File: src/rtl/bus_hs_pkg.sv
// Shared definitions for valid/ready handshake stages: state encoding,
// default data width and a state-to-occupancy helper.
package bus_hs_pkg;

    // Default data bus width for handshake stages.
    localparam int unsigned HS_WIDTH_DEFAULT = 32;

    // Buffer occupancy states: no beat, one beat in main, main plus skid.
    typedef enum logic [1:0] {
        HS_EMPTY = 2'd0,
        HS_BUSY  = 2'd1,
        HS_FULL  = 2'd2
    } hs_state_e;

    // Number of buffered beats implied by a state; unknown encodings read as empty.
    function automatic logic [1:0] hs_count(input hs_state_e state);
        logic [1:0] cnt;
        case (state)
            HS_EMPTY: cnt = 2'd0;
            HS_BUSY:  cnt = 2'd1;
            HS_FULL:  cnt = 2'd2;
            default:  cnt = 2'd0;
        endcase
        return cnt;
    endfunction

endpackage

File: src/rtl/bus_skid_buffer.sv
// Full register slice for a valid/ready handshake. valid_o, data_o and
// ready_o all come straight from flops, so neither the forward data path
// nor the slave's backpressure path passes combinationally through this
// stage. A main register feeds the slave; a skid register catches the one
// beat that can arrive in the cycle after the slave stalls.
import bus_hs_pkg::*;

module bus_skid_buffer #(
    parameter int unsigned WIDTH = HS_WIDTH_DEFAULT
) (
    input  logic             clk,
    input  logic             rstn,
    input  logic             valid_i,
    output logic             ready_o,
    output logic             valid_o,
    input  logic             ready_i,
    input  logic [WIDTH-1:0] data_i,
    output logic [WIDTH-1:0] data_o,
    output logic [1:0]       count_o
);

    hs_state_e        state_r;
    hs_state_e        state_next_s;
    logic             valid_r;
    logic             ready_r;
    logic             valid_next_s;
    logic             ready_next_s;
    logic [WIDTH-1:0] main_r;
    logic [WIDTH-1:0] skid_r;
    logic [WIDTH-1:0] main_next_s;
    logic [WIDTH-1:0] skid_next_s;
    logic             in_fire_s;
    logic             out_fire_s;

    // Handshake events, built only from flopped outputs and raw inputs.
    always_comb begin
        in_fire_s  = valid_i & ready_r;
        out_fire_s = valid_r & ready_i;
    end

    // Next state and register loads; everything holds unless a transfer moves it.
    always_comb begin
        state_next_s = state_r;
        main_next_s  = main_r;
        skid_next_s  = skid_r;
        case (state_r)
            HS_EMPTY: begin
                if (in_fire_s) begin
                    main_next_s  = data_i;
                    state_next_s = HS_BUSY;
                end else begin
                    state_next_s = HS_EMPTY;
                end
            end
            HS_BUSY: begin
                if (in_fire_s && out_fire_s) begin
                    main_next_s  = data_i;
                    state_next_s = HS_BUSY;
                end else if (in_fire_s) begin
                    // Slave stalled while a new beat arrived: park it in skid.
                    skid_next_s  = data_i;
                    state_next_s = HS_FULL;
                end else if (out_fire_s) begin
                    // Main keeps its stale value; valid_o drops instead.
                    state_next_s = HS_EMPTY;
                end else begin
                    state_next_s = HS_BUSY;
                end
            end
            HS_FULL: begin
                // ready_o is low here, so no new beat can be accepted.
                if (out_fire_s) begin
                    main_next_s  = skid_r;
                    state_next_s = HS_BUSY;
                end else begin
                    state_next_s = HS_FULL;
                end
            end
            default: begin
                // Unreachable encoding: recover to a safe, empty buffer.
                state_next_s = HS_EMPTY;
            end
        endcase
    end

    // Output handshake flags follow the next state so they are ready the
    // same cycle the state register updates.
    always_comb begin
        if (state_next_s == HS_EMPTY) begin
            valid_next_s = 1'b0;
        end else begin
            valid_next_s = 1'b1;
        end
        if (state_next_s == HS_FULL) begin
            ready_next_s = 1'b0;
        end else begin
            ready_next_s = 1'b1;
        end
    end

    // State register and dedicated valid/ready output flops.
    always_ff @(posedge clk or negedge rstn) begin
        if (!rstn) begin
            state_r <= HS_EMPTY;
            valid_r <= 1'b0;
            ready_r <= 1'b1;
        end else begin
            state_r <= state_next_s;
            valid_r <= valid_next_s;
            ready_r <= ready_next_s;
        end
    end

    // Main and skid data registers.
    always_ff @(posedge clk or negedge rstn) begin
        if (!rstn) begin
            main_r <= {WIDTH{1'b0}};
            skid_r <= {WIDTH{1'b0}};
        end else begin
            main_r <= main_next_s;
            skid_r <= skid_next_s;
        end
    end

    // Outputs are taken directly from registers; count is a decode of state.
    always_comb begin
        valid_o = valid_r;
        ready_o = ready_r;
        data_o  = main_r;
        count_o = hs_count(state_r);
    end

endmodule

File: config.mk
export PLATFORM = sky130hd
export DESIGN_NAME = bus_skid_buffer
export DESIGN_NICKNAME = d
export VERILOG_FILES = /design/src/rtl/bus_hs_pkg.sv /design/src/rtl/bus_skid_buffer.sv
export SDC_FILE = /design/constraint.sdc
export NUM_CORES = 1
export LEC_CHECK = 0
export CELL_PAD_IN_SITES_DETAIL_PLACEMENT = 0
export CELL_PAD_IN_SITES_GLOBAL_PLACEMENT = 1
export CORE_UTILIZATION = 44
export CTS_CLUSTER_DIAMETER = 120
export DETAILED_ROUTE_END_ITERATION = 7
export PLACE_DENSITY = 0.89
export SETUP_SLACK_MARGIN = 0.02
export SLEW_MARGIN = 10
export SYNTH_ARGS = -nofsm -noshare
export SYNTH_HDL_FRONTEND = slang
export SYNTH_SLANG_ARGS = --single-unit
File: constraint.sdc
create_clock -name clk -period 4.5 [get_ports clk]
set_input_delay 1.125 -clock clk [delete_from_list [all_inputs] [get_ports clk]]
set_output_delay 1.125 -clock clk [all_outputs]
set_load 0.1 [all_outputs]
==> run summary <==
======================================================================================================
Unique cell type count in the Yosys netlist .............................................           21
Total clock sinks .......................................................................           68
Number of enable-type register cells in the synthesized netlist .........................            0
Vias in the first global route ..........................................................         1840
Sum of buffers and inverters on the critical path .......................................            2
Maximum number of pins on one net before global-route repair ............................           47
Hold_buf cts ............................................................................            0
Total number of yosys warnings ..........................................................            0
Number of pins with negative max-slew slack in the final report .........................            0
WHS Path Cells ..........................................................................            1
Initial antenna violation count .........................................................            0
Crit. path cell count ...................................................................            3
Floorplan die area ...................................................................... 0.00738 mm^2
Final-stage net count ...................................................................          312
Crit share post-route ...................................................................        73.5%
Final Wtd Congestion ....................................................................        0.710
Layout cells sized above 1 ..............................................................        44.6%
Worst slew pin tran .....................................................................      1.04 ns
FMAX ....................................................................................      302 MHz
Starting density of the core ............................................................        45.6%
DR iter-0 viols .........................................................................           46
Count of port buffers added during placement ............................................           71
Number of antenna cells inserted ........................................................            0
Mean instance size in the synthesized netlist ...........................................    15.7 um^2
Drt via density .........................................................................         4.84
Class of the worst hold path ............................................................ flop to flop
Congestion Overflow GR ..................................................................            0
Flip-flop and latch count after synthesis ...............................................           68
Chip Width ..............................................................................      85.9 um
Die Y-Extent ............................................................................      85.9 um
Clock transition at the register clock pins on the worst setup and hold paths after CTS .      0.07 ns
TritonCTS clock tree ....................................................................         done
Outcome ................................................................................. finished, final reports clean
Reg2reg setup slack .....................................................................      2.37 ns
Cell breakdown of the critical path ..................................................... inv_1 -> nor2_1 -> clkdlybuf4s50_1
Number of nets still failing antenna checks after routing ...............................            0
Iteration count of the initial detailed-routing pass ....................................            4
Total vias in the final route ...........................................................         1819
Seq/Total Area, Yosys ...................................................................        55.0%
Worst-path fanout max ...................................................................            7
Top_reg_cell synth ......................................................................      dfrtp_1
Critical path arrival ...................................................................      2.18 ns
Core footprint .......................................................................... 0.00679 mm^2
RSZ-0062 raised after global routing ....................................................        false
Top-Level Pins ..........................................................................           72
Top cell type by total area after synthesis .............................................      dfrtp_1
Element type at the critical path end ................................................... primary output
Req. time, crit path ....................................................................      3.38 ns
Cell class contributing the biggest share of worst-path delay ........................... buffers and inverters
Post-Syn Instances ......................................................................          197
Max-cap violations ......................................................................            0
Longest Clk Path Bufs ...................................................................            2
Crit-path max cell delay ................................................................      1.14 ns
Routed wire length ......................................................................      5430 um
Total standard cell area after synthesis ................................................ 0.00310 mm^2
Type of element launching the critical path .............................................         flop
Root buffer selected by CTS .............................................................     clkbuf_8
CP endpoint .............................................................................   count_o[0]
Final Hold Vio Count ....................................................................            0
Critical Setup Path Class ............................................................... flop to primary output
Syn nets ................................................................................          234
Share of synthesized flip-flops with an asynchronous set or reset .......................         100%
Synth area leaders ...................................................................... dfrtp_1, mux2_2, mux2_4
Total Routing Usage GR ..................................................................        15.8%
Timing startpoint of the critical path ..................................................   state_r[0]
Layout overhead on the synthesized area .................................................        30.5%
Cell with the most instances after synthesis ............................................       mux2_2
Post-Route Setup TNS ....................................................................         0 ns
Layout Skew .............................................................................   0.00634 ns
Share of the synthesized area in the top cell type ......................................        54.1%
Number of H-tree levels .................................................................            3
Number of gates given a new drive strength after cts ....................................            0
Post-detailed-route wirelength per cell .................................................      14.4 um
Top post-synthesis cells by count ....................................................... mux2_2, dfrtp_1, mux2_4
Number of buffers created by CTS ........................................................            9
Worst-path cell with the longest stage delay ............................................ clkdlybuf4s50_1
Number of buffers inserted by post-CTS setup repair .....................................            0
Sum of net half-perimeters after detailed placement .....................................      3580 um
Clock insertion delay at the later pin of the skew report ...............................      0.33 ns
Wire length of the first global-routing pass ............................................      8900 um
Rows ....................................................................................           30
Setup violation total in the final timing report ........................................            0
Max-slew headroom at the worst pin ......................................................        30.8%
Worst flop-to-flop path startpoint ......................................................   state_r[1]
DRC violation count after routing .......................................................            0
Post-route minimum period ...............................................................      3.31 ns
Worst R2R Path Depth ....................................................................            4
Worst reg2reg path endpoint .............................................................   skid_r[13]
======================================================================================================
stage by stage:
step / util [%] / hold slack (ns) / std cells / cell area [um^2] / setup WS [ns]
floorplan: - / 0.474 / 197 / 3100 / 1.56
global placement: 56.9 / 0.482 / 360 / 3860 / 1.34
detailed placement: 56.9 / 0.488 / 360 / 3860 / 1.30
CTS: 59.5 / 0.504 / 376 / 4040 / 1.16
global route: 59.5 / 0.508 / 376 / 4040 / 1.08
finish: 59.5 / 0.502 / 376 / 4040 / 1.19
logic make-up (layout without fill, tap and decap cells):
| family | count (synthesis) | after routing | share of synthesized area (%) |
|---|---|---|---|
| fa+ha+maj | 1 | 1 | 0.404 |
| simple gates | 14 | 14 | 2.99 |
| flops | 68 | 68 | 55.0 |
| buf+inv | 12 | 95 | 3.52 |
| compound gates | 6 | 6 | 1.98 |
| mux | 96 | 96 | 36.1 |
state kept, by name, summed over array words and instances (netlist names):
signal and count:
skid_r 32, data_o 32, valid_o 1, state_r 2, ready_o 1
worst min-delay path by stage:
stage | from | to | slack, ns
global placement | skid_r[31] | skid_r[31] | 0.48
CTS | skid_r[5] | skid_r[5] | 0.50
floorplan | skid_r[10] | skid_r[10] | 0.47
detailed placement | skid_r[11] | skid_r[11] | 0.49
global route | skid_r[11] | skid_r[11] | 0.51
finish | skid_r[16] | skid_r[16] | 0.50
layout by cell type (no fill, tap or decap), types with 2 or more instances in the layout:
master            n
nor2_1            4
dfrtp_1          67
inv_1             2
mux2_2           86
nor2b_1           2
nand2_1           4
clkinv_2          3
clkbuf_8         10
clkdlybuf4s50_1  69
mux2_4           10
clkinv_4          2
buf_4             7
worst register-to-register path, cell delays in order, from the launching register on:
cell and delay (ns):
dfrtp_1 0.52, and4b_1 0.27, nand2_1 0.51, buf_4 0.35
mux2_2 0.36
metal layers:
layer	global-route usage, %	share of wire, %
met1	20.7	48
met5	0	0
met2	24.2	45
met4	6.82	1.5
met3	5.20	5.7
layout make-up:
class	instances	area, um^2
tap	96	120
inverter	2	7.51
clock inverter	6	40.0
multi-input combinational	117	1280
sequential	68	1700
fill	549	2750
clock buffer	10	138
timing repair buffer	77	748
Power is not shown: default switching activity piles up to over one toggle a cycle in this logic, so the estimate is an artifact.
